--- src/rtl/alu_issue_pkg.sv ---
// ============================================================================
// Module : alu_issue_pkg
// Brief  : Shared encodings for the ALU issue stage (operand selects, control
//          bundle layout, issue-buffer state).
// Rev    : 1.0
// ============================================================================
`default_nettype none

package alu_issue_pkg;

  localparam int CTRL_LEN = 9;

  // Control bundle layout {OP,LR,AL,is_or,is_xor,is_and,is_cmp,is_sign,is_shift}
  localparam int CTRL_OP_BIT       = 8;
  localparam int CTRL_LR_BIT       = 7;
  localparam int CTRL_AL_BIT       = 6;
  localparam int CTRL_IS_OR_BIT    = 5;
  localparam int CTRL_IS_XOR_BIT   = 4;
  localparam int CTRL_IS_AND_BIT   = 3;
  localparam int CTRL_IS_CMP_BIT   = 2;
  localparam int CTRL_IS_SIGN_BIT  = 1;
  localparam int CTRL_IS_SHIFT_BIT = 0;

  localparam logic       SRC1_RS1  = 1'b0;
  localparam logic       SRC1_PC   = 1'b1;
  localparam logic [1:0] SRC2_RS2  = 2'd0;
  localparam logic [1:0] SRC2_IMM  = 2'd1;
  localparam logic [1:0] SRC2_FOUR = 2'd2;
  localparam logic [1:0] SRC2_ZERO = 2'd3;

  typedef enum logic [1:0] {
    ST_EMPTY = 2'd0,
    ST_ONE   = 2'd1,
    ST_TWO   = 2'd2
  } issue_state_t;

endpackage

`default_nettype wire

--- src/rtl/alu_issue_opsel.sv ---
// ============================================================================
// Module : alu_issue_opsel
// Brief  : Writeback bypass on rs1/rs2 followed by the NUM_A / NUM_B muxes.
// Rev    : 1.0
// ============================================================================
`default_nettype none

module alu_issue_opsel
  import alu_issue_pkg::*;
#(
  parameter int DATA_LEN = 32
) (
  input  logic [DATA_LEN-1:0] pc,
  input  logic [DATA_LEN-1:0] rs1_val,
  input  logic [DATA_LEN-1:0] rs2_val,
  input  logic [DATA_LEN-1:0] imm,
  input  logic [4:0]          rs1_idx,
  input  logic [4:0]          rs2_idx,
  input  logic                src1_sel,
  input  logic [1:0]          src2_sel,
  input  logic                wb_valid,
  input  logic [4:0]          wb_rd,
  input  logic [DATA_LEN-1:0] wb_data,
  output logic [DATA_LEN-1:0] num_a,
  output logic [DATA_LEN-1:0] num_b
);

  logic [DATA_LEN-1:0] w_rs1;
  logic [DATA_LEN-1:0] w_rs2;

  // x0 is never bypassed: it reads as whatever decode supplied.
  assign w_rs1 = (wb_valid && (wb_rd == rs1_idx) && (rs1_idx != 5'd0)) ? wb_data : rs1_val;
  assign w_rs2 = (wb_valid && (wb_rd == rs2_idx) && (rs2_idx != 5'd0)) ? wb_data : rs2_val;

  assign num_a = (src1_sel == SRC1_PC) ? pc : w_rs1;

  always_comb begin
    num_b = w_rs2;
    unique case (src2_sel)
      SRC2_RS2:  num_b = w_rs2;
      SRC2_IMM:  num_b = imm;
      SRC2_FOUR: num_b = DATA_LEN'(4);
      SRC2_ZERO: num_b = '0;
      default:   num_b = w_rs2;
    endcase
  end

endmodule

`default_nettype wire

--- src/rtl/alu_issue.sv ---
// ============================================================================
// Module : alu_issue
// Brief  : Two-entry (head + skid) issue buffer between decode and the ALU,
//          resolving operands and writeback bypass at capture time.
// Rev    : 1.0
// ============================================================================
`default_nettype none

module alu_issue
  import alu_issue_pkg::*;
#(
  parameter int DATA_LEN = 32,
  parameter int CTRL_LEN = alu_issue_pkg::CTRL_LEN
) (
  input  logic                clk,
  input  logic                rst_n,
  input  logic                flush,
  input  logic                in_valid,
  output logic                in_ready,
  input  logic [DATA_LEN-1:0] in_pc,
  input  logic [DATA_LEN-1:0] in_rs1_val,
  input  logic [DATA_LEN-1:0] in_rs2_val,
  input  logic [DATA_LEN-1:0] in_imm,
  input  logic [4:0]          in_rs1_idx,
  input  logic [4:0]          in_rs2_idx,
  input  logic                in_src1_sel,
  input  logic [1:0]          in_src2_sel,
  input  logic [CTRL_LEN-1:0] in_ctrl,
  input  logic                wb_valid,
  input  logic [4:0]          wb_rd,
  input  logic [DATA_LEN-1:0] wb_data,
  output logic                out_valid,
  input  logic                out_ready,
  output logic [DATA_LEN-1:0] out_num_a,
  output logic [DATA_LEN-1:0] out_num_b,
  output logic [CTRL_LEN-1:0] out_ctrl,
  output logic [DATA_LEN-1:0] out_pc
);

  issue_state_t        r_state;
  issue_state_t        w_state_nxt;
  logic                r_in_ready;
  logic                r_out_valid;
  logic [DATA_LEN-1:0] r_head_a, r_head_b, r_head_pc;
  logic [CTRL_LEN-1:0] r_head_ctrl;
  logic [DATA_LEN-1:0] r_skid_a, r_skid_b, r_skid_pc;
  logic [CTRL_LEN-1:0] r_skid_ctrl;
  logic [DATA_LEN-1:0] w_num_a, w_num_b;
  logic                w_push, w_pop;
  logic                w_load_head, w_load_skid, w_skid_to_head;

  alu_issue_opsel #(.DATA_LEN(DATA_LEN)) u_opsel (
    .pc       (in_pc),
    .rs1_val  (in_rs1_val),
    .rs2_val  (in_rs2_val),
    .imm      (in_imm),
    .rs1_idx  (in_rs1_idx),
    .rs2_idx  (in_rs2_idx),
    .src1_sel (in_src1_sel),
    .src2_sel (in_src2_sel),
    .wb_valid (wb_valid),
    .wb_rd    (wb_rd),
    .wb_data  (wb_data),
    .num_a    (w_num_a),
    .num_b    (w_num_b)
  );

  assign w_push = in_valid && r_in_ready && !flush;
  assign w_pop  = r_out_valid && out_ready;

  // New entry goes straight to head when head is empty or leaving this cycle.
  assign w_load_head    = w_push && ((r_state == ST_EMPTY) || ((r_state == ST_ONE) && w_pop));
  assign w_load_skid    = w_push && (r_state == ST_ONE) && !w_pop;
  assign w_skid_to_head = w_pop && (r_state == ST_TWO);

  always_comb begin
    w_state_nxt = r_state;
    unique case (r_state)
      ST_EMPTY: if (w_push) w_state_nxt = ST_ONE;
      ST_ONE: begin
        if (w_push && !w_pop)      w_state_nxt = ST_TWO;
        else if (!w_push && w_pop) w_state_nxt = ST_EMPTY;
      end
      ST_TWO:   if (w_pop) w_state_nxt = ST_ONE;
      default:  w_state_nxt = ST_EMPTY;
    endcase
    if (flush) w_state_nxt = ST_EMPTY;
  end

  always_ff @(posedge clk or negedge rst_n) begin
    if (!rst_n) begin
      r_state     <= ST_EMPTY;
      r_in_ready  <= 1'b1;
      r_out_valid <= 1'b0;
      r_head_a    <= '0;
      r_head_b    <= '0;
      r_head_pc   <= '0;
      r_head_ctrl <= '0;
      r_skid_a    <= '0;
      r_skid_b    <= '0;
      r_skid_pc   <= '0;
      r_skid_ctrl <= '0;
    end else begin
      r_state     <= w_state_nxt;
      r_in_ready  <= (w_state_nxt != ST_TWO);
      r_out_valid <= (w_state_nxt != ST_EMPTY);
      if (w_load_head) begin
        r_head_a    <= w_num_a;
        r_head_b    <= w_num_b;
        r_head_pc   <= in_pc;
        r_head_ctrl <= in_ctrl;
      end else if (w_skid_to_head) begin
        r_head_a    <= r_skid_a;
        r_head_b    <= r_skid_b;
        r_head_pc   <= r_skid_pc;
        r_head_ctrl <= r_skid_ctrl;
      end
      if (w_load_skid) begin
        r_skid_a    <= w_num_a;
        r_skid_b    <= w_num_b;
        r_skid_pc   <= in_pc;
        r_skid_ctrl <= in_ctrl;
      end
    end
  end

  assign in_ready  = r_in_ready;
  assign out_valid = r_out_valid;
  assign out_num_a = r_head_a;
  assign out_num_b = r_head_b;
  assign out_pc    = r_head_pc;
  assign out_ctrl  = r_head_ctrl;

endmodule

`default_nettype wire
--- config.mk ---
export PLATFORM = sky130hd
export DESIGN_NAME = alu_issue
export DESIGN_NICKNAME = d
export VERILOG_FILES = /design/src/rtl/alu_issue_pkg.sv /design/src/rtl/alu_issue_opsel.sv /design/src/rtl/alu_issue.sv
export SDC_FILE = /design/constraint.sdc
export NUM_CORES = 1
export LEC_CHECK = 0
export ABC_AREA = 1
export ABC_CLOCK_PERIOD_IN_PS = 4560
export CORE_UTILIZATION = 25
export DETAILED_ROUTE_END_ITERATION = 8
export GPL_TIMING_DRIVEN = 0
export PLACE_DENSITY = 0.47
export SLEW_MARGIN = 5
export SYNTH_ARGS = -nofsm -noshare
export SYNTH_HDL_FRONTEND = slang
export SYNTH_HIERARCHICAL = 1
export SYNTH_SLANG_ARGS = --single-unit
--- constraint.sdc ---
create_clock -name clk -period 4.56 [get_ports clk]
set_input_delay 0.684 -clock clk [delete_from_list [all_inputs] [get_ports clk]]
set_output_delay 0.684 -clock clk [all_outputs]
set_load 0.01 [all_outputs]
# [Yosys cells after proc, flatten, opt, wreduce, memory -nomap -nowiden]
# Cells that the tools add are included.
[op_classes] n_eq_ne=8 n_mux=18 reduce_logical=24
[op_table] op="$mux W32" count=9
[op_table] op="$pmux W32 S4" count=1
[op_table] op="$mux W9" count=2
[op_table] op="$logic_and A1 B1 Y1" count=14
[op_table] op="$eq A5 B5 Y1" count=2
[op_table] op="$mux W2" count=5
[op_table] op="$reduce_bool A5 Y1" count=2
[op_table] op="$eq A2 B2 Y1 const B" count=3
[op_table] op="$pmux W2 S3" count=1
[op_table] op="$eq A2 B1 Y1 const B" count=2
[op_table] op="$logic_not A2 Y1" count=2
[op_table] op="$reduce_bool A2 Y1" count=2
[op_table] op="$logic_not A1 Y1" count=3
[op_table] op="$ne A2 B2 Y1 const B" count=1
[op_table] op="$logic_or A1 B1 Y1" count=1
[totals] reg_bits=214 inputBits=193 output_inout_bits=107 word_cells=61

# [Logic depth before layout (Yosys ltp)]
[logic_depth] ltp_word=9 mapped_depth=13 mapped_depth_nobuf=12

# [Cells and area by module]
# Netlist, hierarchy kept.
[modules_own_cells] module="alu_issue" n_inst=1 cells_each=1061 area_per_inst_um2=9336.5 seq_area_each_um2=5356.4
[modules_own_cells] module="alu_issue_opsel" n_inst=1 cells_each=517 area_per_inst_um2=2301.0 seq_area_each_um2=0.0

# [Worst setup path before layout]
# Ideal clock, no wire load.
[synth_path] path_kind="input to register" start="input wb_rd[0]" end="register r_head_a[10], in the netlist out_num_a[10]" setup_ns=0.125 arrival_ns=1.655 required_time_ns=4.435 slack_ns=2.780 cell_stages=9 path_buffers=1 cell_sequence="inv_2 o21ai_0 a21oi_2 buf_2 nand4_1 nand3_1 nand2_1 nand4_1 nand3_1"
[synth_between] elab_chain_len=6
[synth_lines] item="start: declaration" line="alu_issue.sv:30" rtl="input logic [4:0] wb_rd,"
[synth_lines] item="$eq A5 B5 Y1" line="alu_issue_opsel.sv:32" rtl="assign w_rs1 = (wb_valid && (wb_rd == rs1_idx) && (rs1_idx != 5'd0)) ? wb_data : rs1_val;"
[synth_lines] item="$logic_and A1 B1 Y1 (2 in series)" line="alu_issue_opsel.sv:32"
[synth_lines] item="$mux W32" line="alu_issue_opsel.sv:32"
[synth_lines] item="$mux W32" line="alu_issue_opsel.sv:35" rtl="assign num_a = (src1_sel == SRC1_PC) ? pc : w_rs1;"
[synth_lines] item="net w_num_a[10]" line="alu_issue.sv:48" rtl="logic [DATA_LEN-1:0] w_num_a, w_num_b;"
[synth_lines] item="$mux W32" line="alu_issue.sv:107" rtl="if (w_load_head) begin"
[synth_lines] item="end signal: assignment" line="alu_issue.sv:108" rtl="r_head_a <= w_num_a;"
[synth_lines] item="end signal: assignment" line="alu_issue.sv:113" rtl="r_head_a <= r_skid_a;"
[synth_lines] item="end: declaration" line="alu_issue.sv:44" rtl="logic [DATA_LEN-1:0] r_head_a, r_head_b, r_head_pc;"
# The timed path passes the listed nets, and every way through them passes these cells.
# A chain may end at the register's enable or synchronous reset.

# [Worst setup path after layout]
[layout_path] start="input in_rs2_idx[3]" end="register r_head_b[0], in the netlist out_num_b[0]"
[layout_between] elab_chain_len=6 elab_cells_between_ends=7 classes_between="1 x eq/ne; 3 x mux; 3 x reduce/logical"
[layout_lines] item="start: declaration" line="alu_issue.sv:25" rtl="input logic [4:0] in_rs2_idx,"
[layout_lines] item="$eq A5 B5 Y1" line="alu_issue_opsel.sv:33" rtl="assign w_rs2 = (wb_valid && (wb_rd == rs2_idx) && (rs2_idx != 5'd0)) ? wb_data : rs2_val;"
[layout_lines] item="$logic_and A1 B1 Y1" line="alu_issue_opsel.sv:33"
[layout_lines] item="$logic_and A1 B1 Y1 (*)" line="alu_issue_opsel.sv:33"
[layout_lines] item="$mux W32 (*)" line="alu_issue_opsel.sv:33"
[layout_lines] item="$pmux W32 S4 (*)" line="alu_issue_opsel.sv:39" rtl="unique case (src2_sel)"
[layout_lines] item="net w_num_b[0]" line="alu_issue.sv:48"
[layout_lines] item="$mux W32 (*)" line="alu_issue.sv:107"
[layout_lines] item="end signal: assignment" line="alu_issue.sv:109" rtl="r_head_b <= w_num_b;"
[layout_lines] item="end signal: assignment" line="alu_issue.sv:114" rtl="r_head_b <= r_skid_b;"
[layout_lines] item="end: declaration" line="alu_issue.sv:44"
# Mark *: on every way through the listed nets, which the timed path passes. The rest lies on a longest branch.

==> reports/qor.yml <==
clocking:
  htreeDepth: 1
  cts_tree: "built"
  ctsResizeCount: 0
  cts_sinks: 214
  post_cts_buffers: 0
  clock_latency_ps: 560
  cts_buffers: 27
  clk_pin_slew_ps: 60
  clockBufferDepth: 3
  cts_root_buf: "clkbuf_16"
  hold_buffers: 1
power_and_ir_drop:
  seq_power_share_pct: 39.6
  power_switching_mw: 1.92
  power_frac_clock_pct: 37.8
  powerDensity_nw_per_um2: 401
  p_int_mw: 4.68
  vdd_drop_max_mv: 0.234
  swShare_pct: 29.1
  p_total_mw: 6.60
  p_leak_nw: 8.04
  power_frac_comb_pct: 22.7
timing:
  min_period_ps: 2480
  worst_pin_slew_ps: 639
  finalSetupViolations: 0
  fmax_ghz: 0.404
  layout_setup_ws_ps: 2080
  drv_slew: 0
  fin_skew_ps: 16.0
  tns_ps: 0
  relSlewSlack_pct: 57.4
  timing.hold.ws_ps: 485
  post-route-period-util_pct: 54.3
  grt_setup_unrepaired: "false"
  hold_viol_final: 0
global_route:
  grt_pass1_wl_um: 74500
  grt_use_total_pct: 20.8
  grt_pass1_vias: 12200
  antenna_found_initial: 4
  grt_max_degree: 109
  grt_overflow_total: 0
detailed_routing:
  drtAntennaViolNets: 0
  routed_wl_um: 49900
  num_vias: 12100
  wl_per_cell_um: 19.7
  drc: 0
  first_iter_violations: 997
  via_per_inst: 4.78
  firstDrtPassIters: 5
finish:
  final_common_cell: "nand2_1"
  fillers: 4826
  syn_to_final_growth_pct: 41.6
  most-common-layout-cells: "nand2_1, clkdlybuf4s50_1, nand3_1, inv_1, dfrtp_1"
  antennaDiodeCount: 0
  fin_nets: 2101
  drive_gt1_share_pct: 7.67
outcome:
  status: "finished clean"
floorplanning:
  die_area_um2: 47400
  ioPinCount: 300
  die_w_um: 218
  fp-row-count: 78
  die_y_um: 218
  start_util_pct: 25.5
  core-area_um2: 45700
worst_setup_path:
  required_ps: 5040
  critical_path.startpoint_type: "primary input"
  setup.worst_path.class: "primary input to flip-flop"
  crit_path_top_delay_cell: "clkdlybuf4s50_1"
  slowest_delay_ps: 540
  cp-end-kind: "flip-flop"
  crit_arrival_ps: 2960
  crit_path_frequent_cell: "nand2_1"
  crit_chain: "clkdlybuf4s50_1 > nor2_1 > nand2_1 > nand2_1 > nand2_1 > nand4_2 > buf_6 > nand2_1 > nand3_1 > nand2_1 > nand4_1 > nand3_1"
  crit_fanout: 10
job:
  maxCapViolations: 0
placed_design:
  dp_slack_ps: 1550
  hpwl_um: 38300
  port-buffer-count: 298
  gp_congestion: 0.872
yosys:
  netlist.area_leader.share_pct: 45.8
  synth_flop_cell: "dfrtp_1"
  async_flop_share_pct: 100
  synth_edf_count: 0
  synth_nets: 1771
  synth_area_um2: 11600
  ys_types: 24
  avgSynthCellArea_um2: 7.37
  yosys-top-cells-area: "dfrtp_1, nand2_1, nand3_1"
  synthCells: 1578
  ys_seq_elements: 214
  yosysSeqAreaShare_pct: 46.0
  ys_warn_count: 6
  synth_largest_area_cell: "dfrtp_1"
min_path:
  hold_class: "flip-flop to flip-flop"
power groups by stage:
stage | combinational (mW) | sequential [mW] | clock (mW)
2_1_floorplan | 0.619 | 2.64 | 0
3_3_place_gp | 1.49 | 2.64 | 0
3_5_place_dp | 1.51 | 2.65 | 0
4_1_cts | 1.52 | 2.62 | 2.56
5_1_grt | 1.66 | 2.66 | 2.63
6_report | 1.50 | 2.61 | 2.49
sequential cells by signal (all words and copies together), names as in the netlist:
register     count
out_num_a       32
out_num_b       32
out_pc          32
r_skid_a        32
r_skid_b        32
r_skid_pc       32
out_ctrl         9
r_skid_ctrl      9
r_state          2
in_ready         1
out_valid        1
path summary, 6_finish.rpt:
kind                       slack [ps]  cells past startpoint            end     startpoint
min in group asynchronous         530                      2    r_skid_a[8]          rst_n
setup reg to reg                 2420                      7  out_num_b[18]       in_ready
hold reg to reg                   490                      2   out_num_a[5]    r_skid_a[5]
setup / recovery                 2080                     12   out_num_b[0]  in_rs2_idx[3]
hold / removal                    490                      2   out_num_a[5]    r_skid_a[5]
max in group asynchronous        3190                      3   r_skid_a[27]          rst_n
synthesized netlist by cell type, types with 3 or more instances:
cell type	count
nand2_1	441
nand3_1	278
inv_1	216
dfrtp_1	213
nand4_1	169
o21ai_1	105
buf_2	54
clkbuf_1	42
buf_4	18
nor2_1	7
buf_1	6
buf_6	6
inv_2	6
nor2_4	3
o21ai_0	3
per-stage QoR:
stage / cells / util (%) / instance area [µm²]
after floorplan: 1578 / - / 11600
after global routing: 2529 / 36.1 / 16500
after CTS: 2529 / 36.1 / 16500
after detailed placement: 2478 / 33.8 / 15400
final: 2529 / 36.1 / 16500
after global placement: 2476 / 33.7 / 15400
cell type report:
| class | instances | area [µm²] | share of cell area [%] |
|---|---|---|---|
| Inverter | 223 | 837 | 5.08 |
| Clock inverter | 14 | 249 | 1.51 |
| Multi-Input combinational cell | 1015 | 4790 | 29.1 |
| Sequential cell | 214 | 5360 | 32.5 |
| Tap cell | 600 | 751 | 4.56 |
| Buffer | 126 | 653 | 3.96 |
| Timing Repair Buffer | 301 | 3050 | 18.5 |
| Clock buffer | 36 | 790 | 4.79 |
metal layers:
layer  track usage [%]  wire (µm)
met5                 0         13
met4              5.36        964
met3              4.45       3490
met2              33.5      22900
met1              28.2      22600
critical path: cells and delay by family:
family | cells | cell delay (ps)
buf+inv | 2 | 810
simple gates | 10 | 1460
cells by family (layout without fill, tap and decap cells):
| family | after synthesis | count (layout) | synth area share (%) |
|---|---|---|---|
| simple gates | 905 | 905 | 36.4 |
| buf+inv | 349 | 700 | 12.8 |
| flops | 214 | 214 | 46.0 |
| compound gates | 109 | 109 | 4.72 |
| xor+xnor | 1 | 1 | 0.0753 |
(Power assumes the default switching activity.)
